===== config.mk =====
export PLATFORM = sky130hd
export DESIGN_NAME = mirror_seg_driver
export DESIGN_NICKNAME = d
export VERILOG_FILES = /design/src/rtl/mirror_seg_driver.sv
export SDC_FILE = /design/constraint.sdc
export NUM_CORES = 1
export LEC_CHECK = 0
export CORE_ASPECT_RATIO = 1.25
export CORE_MARGIN = 8
export CORE_UTILIZATION = 50
export DETAILED_ROUTE_END_ITERATION = 8
export PLACE_DENSITY = 0.79
export SLEW_MARGIN = 5
export SYNTH_ARGS = -nofsm -noshare
export SYNTH_HDL_FRONTEND = slang
export SYNTH_SLANG_ARGS = --single-unit

===== constraint.sdc =====
create_clock -name clk -period 3.8 [get_ports clk]
set_input_delay 0.38 -clock clk [delete_from_list [all_inputs] [get_ports clk]]
set_output_delay 0.38 -clock clk [all_outputs]
set_load 0.005 [all_outputs]

===== src/rtl/mirror_seg_driver.sv =====
// Mirror display driver: sequential double-dabble BCD conversion feeding a 4-digit multiplexed 7-segment scan.
// Optional feature macro MIRROR_LEADING_ZERO_BLANK_EN blanks leading-zero hundreds/tens digits.
module mirror_seg_driver #(
   parameter int unsigned SCAN_DIV = 100000
) (
   input  logic       clk,
   input  logic       rst_n,
   input  logic [7:0] Display,
   input  logic [1:0] SS,
   output logic [6:0] seg,
   output logic [3:0] an,
   output logic       bcd_valid
);

   localparam int unsigned CW = $clog2(SCAN_DIV);
   localparam logic [CW-1:0] CNT_LAST = CW'(SCAN_DIV - 1);
   localparam logic [6:0] SEG_BLANK = 7'b1111111;

   typedef enum logic [1:0] {
      IDLE,
      SHIFT,
      LOAD
   } state_e;

   state_e        state_q, state_d;
   logic          first_q, first_d;
   logic [7:0]    dispCap_q, dispCap_d;
   logic [1:0]    ssCap_q, ssCap_d;
   logic [19:0]   shift_q, shift_d;
   logic [19:0]   shiftAdj;
   logic [2:0]    bitCnt_q, bitCnt_d;
   logic [3:0]    hund_q, hund_d;
   logic [3:0]    tens_q, tens_d;
   logic [3:0]    ones_q, ones_d;
   logic [1:0]    mode_q, mode_d;
   logic          valid_q, valid_d;
   logic [CW-1:0] cnt_q, cnt_d;
   logic [1:0]    digit_q, digit_d;
   logic [3:0]    an_q, an_d;
   logic [6:0]    seg_q, seg_d;
   logic          blankHund, blankTens;

   function automatic logic [3:0] add3(input logic [3:0] n);
      return (n >= 4'd5) ? n + 4'd3 : n;
   endfunction

   function automatic logic [6:0] digitSeg(input logic [3:0] d);
      case (d)
         4'd0:    return 7'b1000000;
         4'd1:    return 7'b1111001;
         4'd2:    return 7'b0100100;
         4'd3:    return 7'b0110000;
         4'd4:    return 7'b0011001;
         4'd5:    return 7'b0010010;
         4'd6:    return 7'b0000010;
         4'd7:    return 7'b1111000;
         4'd8:    return 7'b0000000;
         4'd9:    return 7'b0010000;
         default: return SEG_BLANK;
      endcase
   endfunction

   function automatic logic [6:0] glyphSeg(input logic [1:0] m);
      case (m)
         2'd0:    return 7'b0000111;
         2'd1:    return 7'b0001000;
         2'd2:    return 7'b1001111;
         default: return 7'b0101111;
      endcase
   endfunction

   // Each shift step corrects every BCD nibble >= 5 before moving one binary bit in.
   assign shiftAdj = {add3(shift_q[19:16]), add3(shift_q[15:12]), add3(shift_q[11:8]), shift_q[7:0]};

   always_comb begin
      state_d   = state_q;
      first_d   = first_q;
      dispCap_d = dispCap_q;
      ssCap_d   = ssCap_q;
      shift_d   = shift_q;
      bitCnt_d  = bitCnt_q;
      hund_d    = hund_q;
      tens_d    = tens_q;
      ones_d    = ones_q;
      mode_d    = mode_q;
      valid_d   = valid_q;
      case (state_q)
         IDLE: begin
            if (first_q || ({Display, SS} != {dispCap_q, ssCap_q})) begin
               state_d   = SHIFT;
               first_d   = 1'b0;
               dispCap_d = Display;
               ssCap_d   = SS;
               shift_d   = {12'd0, Display};
               bitCnt_d  = 3'd0;
            end
         end
         SHIFT: begin
            shift_d  = {shiftAdj[18:0], 1'b0};
            bitCnt_d = bitCnt_q + 3'd1;
            if (bitCnt_q == 3'd7) begin
               state_d = LOAD;
            end
         end
         LOAD: begin
            hund_d  = shift_q[19:16];
            tens_d  = shift_q[15:12];
            ones_d  = shift_q[11:8];
            mode_d  = ssCap_q;
            valid_d = 1'b1;
            state_d = IDLE;
         end
         default: state_d = IDLE;
      endcase
   end

`ifdef MIRROR_LEADING_ZERO_BLANK_EN
   assign blankHund = (hund_d == 4'd0);
   assign blankTens = blankHund && (tens_d == 4'd0);
`else
   assign blankHund = 1'b0;
   assign blankTens = 1'b0;
`endif

   // an/seg are built from next-state values so the enable and its pattern switch on the same edge.
   always_comb begin
      cnt_d   = cnt_q + CW'(1);
      digit_d = digit_q;
      if (cnt_q == CNT_LAST) begin
         cnt_d   = '0;
         digit_d = digit_q + 2'd1;
      end
      an_d  = ~(4'b0001 << digit_d);
      seg_d = SEG_BLANK;
      if (valid_d) begin
         case (digit_d)
            2'd0:    seg_d = digitSeg(ones_d);
            2'd1:    seg_d = blankTens ? SEG_BLANK : digitSeg(tens_d);
            2'd2:    seg_d = blankHund ? SEG_BLANK : digitSeg(hund_d);
            default: seg_d = glyphSeg(mode_d);
         endcase
      end
   end

   always_ff @(posedge clk or negedge rst_n) begin
      if (!rst_n) begin
         state_q   <= IDLE;
         first_q   <= 1'b1;
         dispCap_q <= 8'd0;
         ssCap_q   <= 2'd0;
         shift_q   <= 20'd0;
         bitCnt_q  <= 3'd0;
         hund_q    <= 4'd0;
         tens_q    <= 4'd0;
         ones_q    <= 4'd0;
         mode_q    <= 2'd0;
         valid_q   <= 1'b0;
         cnt_q     <= '0;
         digit_q   <= 2'd0;
         an_q      <= 4'b1111;
         seg_q     <= SEG_BLANK;
      end else begin
         state_q   <= state_d;
         first_q   <= first_d;
         dispCap_q <= dispCap_d;
         ssCap_q   <= ssCap_d;
         shift_q   <= shift_d;
         bitCnt_q  <= bitCnt_d;
         hund_q    <= hund_d;
         tens_q    <= tens_d;
         ones_q    <= ones_d;
         mode_q    <= mode_d;
         valid_q   <= valid_d;
         cnt_q     <= cnt_d;
         digit_q   <= digit_d;
         an_q      <= an_d;
         seg_q     <= seg_d;
      end
   end

   assign seg       = seg_q;
   assign an        = an_q;
   assign bcd_valid = valid_q;

endmodule


* Word level (Yosys, flattened, before mapping)
Memory sizes are Yosys's and may differ from the RTL's.
Cells that the tools add are included.
** Operators by class
- Add/subtract/negate cells :: 6
- Multiply operators :: 0
- Divide/modulo/power cells :: 0
- $lt $le $gt $ge :: 3
- Equal/unequal tests :: 11
- Shift-type cells :: 1
- Multiplexer cells :: 20
- Bitwise logic cells :: 1
- Reduce and logical (&&, ||, !) cells :: 8
** Operators with widths (count)
- case mux 7 bit (3 select lines) :: 2
- case mux 20 bit (2 select lines) :: 1
- two-way mux 20 bit :: 1
- two-way mux 4 bit :: 5
- adder 17 x 1 -> 17 bit, second input constant :: 1
- equality test 17 bit, second input constant :: 1
- two-way mux 17 bit :: 1
- >= comparator 4 x 3 -> 1 bit, second input constant :: 3
- inequality test 10 bit :: 1
- adder 4 x 2 -> 4 bit, second input constant :: 2
- two-way mux 2 bit :: 4
- two-way mux 7 bit :: 1
- equality test 2 x 1 -> 1 bit, second input constant :: 3
- equality test 2 bit, second input constant :: 3
- logical NOT 2 bit :: 3
- two-way mux 3 bit :: 2
- case mux 3 bit (2 select lines) :: 1
- AND reduction 2 bit :: 3
- inequality test 2 bit, second input constant :: 2
- inverter 4 bit :: 1
- case mux 2 bit (2 select lines) :: 1
- << shifter 1 x 2 -> 4 bit, first input constant :: 1
- adder 3 x 1 -> 3 bit, second input constant :: 1
- adder 3 x 2 -> 3 bit, second input constant :: 1
- 5 further kinds :: 5
** Storage, ports and cells
- Bits in registers :: 81
- Bits in latches :: 0
- Memory bits (writable) :: 0
- ROM bits :: 336
- Input bits :: 12
- Logic and storage cells :: 68
- Memories kept :: 3
** Memories
- (name not given) :: words 16, bits a word 7, read ports 1, clocked after memory_dff 0, wr ports 0, RTL line 48 : case (d)
- (name not given) :: words 16, bits a word 7, read ports 1, clocked after memory_dff 0, wr ports 0, RTL line 48
- (name not given) :: words 16, bits a word 7, read ports 1, clocked after memory_dff 0, wr ports 0, RTL line 48

* Depth between registers and ports, before layout
- Word-level depth :: 6
- Mapped depth :: 13
- Gate-level depth less buffers :: 10

* Worst setup path after synthesis
No wires, ideal clock.
- Kind :: reg2reg
- From :: register state_q[0]
- To :: register seg_q[1], in the netlist seg[1]
- Arrival time :: 2.692 ns
- Required time :: 3.706 ns
- Setup slack :: 1.014 ns
- Cell stages (with the launch flop) :: 13
- Cells stage by stage :: dfrtp_1 > nand2b_4 > buf_12 > buf_6 > buf_2 > nand2_1 > a21boi_0 > ha_1 > and3_1 > o31a_1 > mux2_2 > nand3_1 > o2111ai_1
** On the way
- Word-level cells in the longest chain between the ends :: 6
- Elaborated cells on any way between the ends :: 15
** RTL lines
- start, declared :: RTL line 25 : state_e state_q, state_d;
- start signal, assigned :: RTL line 163 : state_q <= state_d;
- equality test 2 bit (*) :: RTL line 87 : case (state_q)
- parallel branches: the longest is 4 deep, another holds memory read (16 x 7 bit)
- two-way mux 7 bit (*) :: RTL line 135 : if (valid_d) begin
- net seg_d[1] :: RTL line 40 : logic [6:0] seg_q, seg_d;
- end signal, assigned :: RTL line 177 : seg_q <= seg_d;
- end, declared :: RTL line 40
Mark *: on every way through the listed nets, which the timed path passes.
A chain may end at the register's enable or synchronous reset.

* Worst setup path after layout
- From :: register state_q[0]
- To :: register seg_q[5], in the netlist seg[5]
** On the way
- Elaborated cells on any way between the ends :: 15
** RTL lines
- equality test 2 bit :: RTL line 87
- two-way mux 4 bit :: RTL line 87
- net tens_d[0] :: RTL line 33 : logic [3:0] tens_q, tens_d;
- memory read (16 x 7 bit)
- case mux 7 bit (3 select lines) :: RTL line 136 : case (digit_d)
- two-way mux 7 bit :: RTL line 135
- net seg_d[5] :: RTL line 40
The timed path passes the listed nets, and every way through them passes these cells.

==> flow_results.xml <==
<?xml version="1.0" encoding="UTF-8"?>
<metrics>
  <group name="outcome">
    <metric name="outcome" unit="">complete, no violations</metric>
  </group>
  <group name="yosys">
    <metric name="yosysWarningCount" unit="">0</metric>
    <metric name="post-synth-top-area-cell" unit="">sky130_fd_sc_hd__dfrtp_1</metric>
    <metric name="synth_sequential_area_ratio" unit="%">43.5</metric>
    <metric name="synthesis.nets" unit="">519</metric>
    <metric name="post-synth-top-area-fraction" unit="%">36.8</metric>
    <metric name="number_of_instances_in_the_synthesized_netlist" unit="">480</metric>
    <metric name="netlist_top_cells_count" unit="">sky130_fd_sc_hd__dfrtp_1, sky130_fd_sc_hd__nand2_1, sky130_fd_sc_hd__o21ai_0</metric>
    <metric name="synth-async-reset-ratio" unit="%">100</metric>
    <metric name="syn-mean-instance-area" unit="um2">9.78</metric>
    <metric name="synthTopCellsByArea" unit="">sky130_fd_sc_hd__dfrtp_1, sky130_fd_sc_hd__ha_1, sky130_fd_sc_hd__dfstp_2</metric>
    <metric name="synthDistinctLibCells" unit="">67</metric>
    <metric name="flip_flop_cell_with_the_highest_count_after_synthesis" unit="">sky130_fd_sc_hd__dfrtp_1</metric>
    <metric name="synth_most_common_cell" unit="">sky130_fd_sc_hd__dfrtp_1</metric>
    <metric name="synthesis.area" unit="um2">4700</metric>
    <metric name="ys_ff_latch" unit="">81</metric>
    <metric name="synth-edff-count" unit="">0</metric>
  </group>
  <group name="global_route">
    <metric name="use_met3" unit="%">3.97</metric>
    <metric name="global_route.usage.met2" unit="%">26.9</metric>
    <metric name="maximum_number_of_pins_on_one_net_before_global_route_repair" unit="">82</metric>
    <metric name="first_global_vias" unit="">3597</metric>
    <metric name="gr-max-usage-layer" unit="">met2</metric>
    <metric name="grt_util_met1" unit="%">20.8</metric>
    <metric name="global_route.usage.total" unit="%">16.6</metric>
    <metric name="global_route_wire_length_before_repair" unit="um">17200</metric>
    <metric name="overflow" unit="">0</metric>
    <metric name="grt_antenna_before_repair" unit="">0</metric>
  </group>
  <group name="detailed_routing">
    <metric name="wl" unit="um">9970</metric>
    <metric name="num_vias" unit="">3636</metric>
    <metric name="drc_errors" unit="">0</metric>
    <metric name="detail_route.wl_per_cell" unit="um">15.9</metric>
    <metric name="count_of_routing_violations_after_the_opening_detailed_route_iteration" unit="">237</metric>
    <metric name="avgViaCountPerCell" unit="">5.81</metric>
    <metric name="final_antenna_net_count" unit="">0</metric>
    <metric name="drt_pre_antenna_iters" unit="">4</metric>
  </group>
  <group name="setup_path">
    <metric name="worst-setup-path-type" unit="">reg2reg</metric>
    <metric name="r2r_start" unit="">state_q[0]$_DFFE_PN0P_</metric>
    <metric name="required" unit="ns">4.05</metric>
    <metric name="cp-start-kind" unit="">flop</metric>
    <metric name="worstSetupStartpoint" unit="">state_q[0]$_DFFE_PN0P_</metric>
    <metric name="path_cells" unit="">nand2b_4 -&gt; mux2i_1 -&gt; inv_1 -&gt; ha_1 -&gt; a21oi_1 -&gt; o221ai_1 -&gt; and3_1 -&gt; or4_1</metric>
    <metric name="critical_path_slowest_stage_cell" unit="">sky130_fd_sc_hd__dfrtp_1</metric>
    <metric name="critical-path-top-delay-family" unit="">simple AND/OR/NAND/NOR gates</metric>
    <metric name="reg2reg_slack" unit="ns">0.74</metric>
    <metric name="cp_data_arrival_time" unit="ns">3.30</metric>
    <metric name="end_kind" unit="">flop</metric>
    <metric name="cp_max_fo" unit="">29</metric>
    <metric name="rr_endpoint" unit="">seg[5]$_DFF_PN1_</metric>
    <metric name="cp_slowest_stage_delay" unit="ns">0.70</metric>
    <metric name="crit_buf_inv" unit="">1</metric>
    <metric name="ff_to_ff_path_depth" unit="">8</metric>
  </group>
  <group name="cts">
    <metric name="post-cts-setup-buffers" unit="">0</metric>
    <metric name="clock_tree.buffer_depth" unit="">2</metric>
    <metric name="clkLatencyLatePin" unit="ns">0.34</metric>
    <metric name="clk_pin_slew_worst_paths" unit="ns">0.06</metric>
    <metric name="ctsResizeCount" unit="">0</metric>
    <metric name="cts_max_level" unit="">3</metric>
    <metric name="clk_root_buffer_cell" unit="">sky130_fd_sc_hd__clkbuf_16</metric>
    <metric name="postCtsHoldBufs" unit="">0</metric>
    <metric name="cts.sinks" unit="">81</metric>
    <metric name="tritoncts" unit="">built</metric>
    <metric name="numCtsBuffers" unit="">9</metric>
  </group>
  <group name="flow_run">
    <metric name="cap_viol_max_count" unit="">0</metric>
  </group>
  <group name="place">
    <metric name="placement.io_buffers" unit="">23</metric>
    <metric name="gp_routability_congestion" unit="">0.911</metric>
    <metric name="postPlaceCellArea" unit="um2">4990</metric>
    <metric name="dpl.hpwl" unit="um">7110</metric>
    <metric name="place.detailed.instances" unit="">610</metric>
  </group>
  <group name="floorplan">
    <metric name="die_y" unit="um">124</metric>
    <metric name="initial_utilization" unit="%">51.5</metric>
    <metric name="die-width" unit="um">103</metric>
    <metric name="dieArea" unit="um2">12800</metric>
    <metric name="placeableCoreArea" unit="um2">9130</metric>
    <metric name="top_level_ports" unit="">24</metric>
    <metric name="rows" unit="">39</metric>
  </group>
  <group name="power">
    <metric name="combPwrFrac" unit="%">39.7</metric>
    <metric name="p_sw" unit="mW">1.44</metric>
    <metric name="sequential_group_share_of_total_power" unit="%">38.0</metric>
    <metric name="power.share.switching" unit="%">37.4</metric>
    <metric name="power_report.internal_total" unit="mW">2.40</metric>
    <metric name="totalPowerFinal" unit="mW">3.84</metric>
    <metric name="vdd.ir_drop.worst" unit="V">0.000407</metric>
    <metric name="static-leakage-power" unit="nW">2.33</metric>
    <metric name="cellPowerDensity" unit="nW/um2">727</metric>
    <metric name="share_clk_of_total_power" unit="%">22.3</metric>
  </group>
  <group name="final_layout">
    <metric name="ant_diodes" unit="">0</metric>
    <metric name="final_nets" unit="">537</metric>
    <metric name="final_cell_area" unit="um2">5290</metric>
    <metric name="layout-drive-gt1-share" unit="%">11.1</metric>
    <metric name="final_core_utilization" unit="%">57.9</metric>
    <metric name="post_layout_nonfiller_instances" unit="">626</metric>
    <metric name="area_growth_syn_to_layout" unit="%">12.5</metric>
    <metric name="layout.filler_cells" unit="">801</metric>
  </group>
  <group name="sta">
    <metric name="relSlewSlack" unit="%">33.2</metric>
    <metric name="fmax" unit="MHz">327</metric>
    <metric name="grt_setup_unrepaired" unit="">false</metric>
    <metric name="final.min_clock_period" unit="ns">3.06</metric>
    <metric name="final-max-slew-violation-count" unit="">0</metric>
    <metric name="fin_setup_tns" unit="ns">0</metric>
    <metric name="skew" unit="ns">0.00613</metric>
    <metric name="period_share" unit="%">80.5</metric>
    <metric name="worst_slew_pin_slew" unit="ns">1.00</metric>
    <metric name="setup_violations" unit="">0</metric>
    <metric name="final_hold_viol_count" unit="">0</metric>
  </group>
  <group name="worst_hold_path">
    <metric name="tightest_hold_check_type" unit="">in2async</metric>
  </group>
</metrics>
[final cells by class]
type	instances	area, um2	area share, %
multi-input cells	357	2460	46.5
flip-flops and latches	81	2040	38.6
clock buffers	11	243	4.59
repair buffers	25	243	4.59
well taps	123	154	2.91
inverters	24	90.1	1.70
clock inverters	5	55.1	1.04
[worst max-delay path by stage]
stage	cells past startpoint	slack, ns	endpoint
final	8	0.74	seg[5]$_DFF_PN1_
after global routing	8	0.46	seg[5]$_DFF_PN1_
after CTS	9	0.76	seg[1]$_DFF_PN1_
after detailed placement	8	0.76	seg[5]$_DFF_PN1_
after global placement	8	0.93	seg[5]$_DFF_PN1_
after floorplan	12	1.01	seg[1]$_DFF_PN1_
[cell usage in the layout, fill, tap and decap left out, types with 7 or more instances in the layout]
master                            netlist  final
sky130_fd_sc_hd__a21oi_1               20     20
sky130_fd_sc_hd__a22oi_1                8      8
sky130_fd_sc_hd__and3_1                12     12
sky130_fd_sc_hd__clkbuf_16              0      9
sky130_fd_sc_hd__clkdlybuf4s50_1        0     22
sky130_fd_sc_hd__dfrtp_1               69     69
sky130_fd_sc_hd__dfstp_2               12     12
sky130_fd_sc_hd__ha_1                  27     27
sky130_fd_sc_hd__inv_1                 22     22
sky130_fd_sc_hd__mux2_2                11     11
sky130_fd_sc_hd__mux2i_1                7      7
sky130_fd_sc_hd__nand2_1               50     50
sky130_fd_sc_hd__nand3_1               15     15
sky130_fd_sc_hd__nor2_1                27     27
sky130_fd_sc_hd__nor3_1                18     18
sky130_fd_sc_hd__o21ai_0               30     30
sky130_fd_sc_hd__xnor2_1               12     12
sky130_fd_sc_hd__xor2_1                19     19
[metrics by stage]
stage / hold WS (ns) / setup WS (ns)
after floorplan: 0.0844 / 1.01
after global placement: 0.466 / 0.934
after detailed placement: 0.479 / 0.756
after CTS: 0.250 / 0.759
after global routing: 0.305 / 0.464
final: 0.201 / 0.743
[power groups by stage]
stage / clock [mW] / sequential [mW] / combinational (mW)
floorplan: 0 / 1.35 / 1.20
detailed placement: 0 / 1.47 / 1.50
CTS: 0.875 / 1.46 / 1.52
finish: 0.857 / 1.46 / 1.52
global route: 0.921 / 1.50 / 1.70
global placement: 0 / 1.45 / 1.45
[metal layers]
metal | part of all wire (%) | vias to the layer above
met3 | 4.4 | 21
met5 | 0 | -
met2 | 50 | 104
met4 | 2.1 | 0
li1 | - | 1734
met1 | 44 | 1777
[flip-flops by register name (all words and copies together) (netlist names)]
name	cells
shift_q	20
cnt_q	17
dispCap_q	8
seg	7
an	4
hund_q	4
ones_q	4
tens_q	4
bitCnt_q	3
digit_q	2
mode_q	2
ssCap_q	2
state_q	2
bcd_valid	1
first_q	1
[cells by family (layout without fill, tap and decap cells)]
| group | after synthesis | in the layout | share of synthesized area (%) |
|---|---|---|---|
| multiplexers | 23 | 23 | 5.84 |
| flip-flops | 81 | 81 | 43.5 |
| buffers and inverters | 42 | 65 | 4.16 |
| XOR/XNOR | 32 | 32 | 6.13 |
| AND/OR/NAND/NOR | 170 | 170 | 19.0 |
| AO/OA/AOI/OAI | 105 | 105 | 14.2 |
| adder cells (fa/ha/maj) | 27 | 27 | 7.19 |
[worst register-to-register path: cells and delay by family (launching register included)]
kind            cells  cell delay, ns
fa+ha+maj           1            0.23
buf+inv             1            0.16
compound gates      2            0.23
simple gates        3            1.18
mux                 1            0.48
flops               1            0.70
Note: power is estimated with default switching activity, not from simulation.
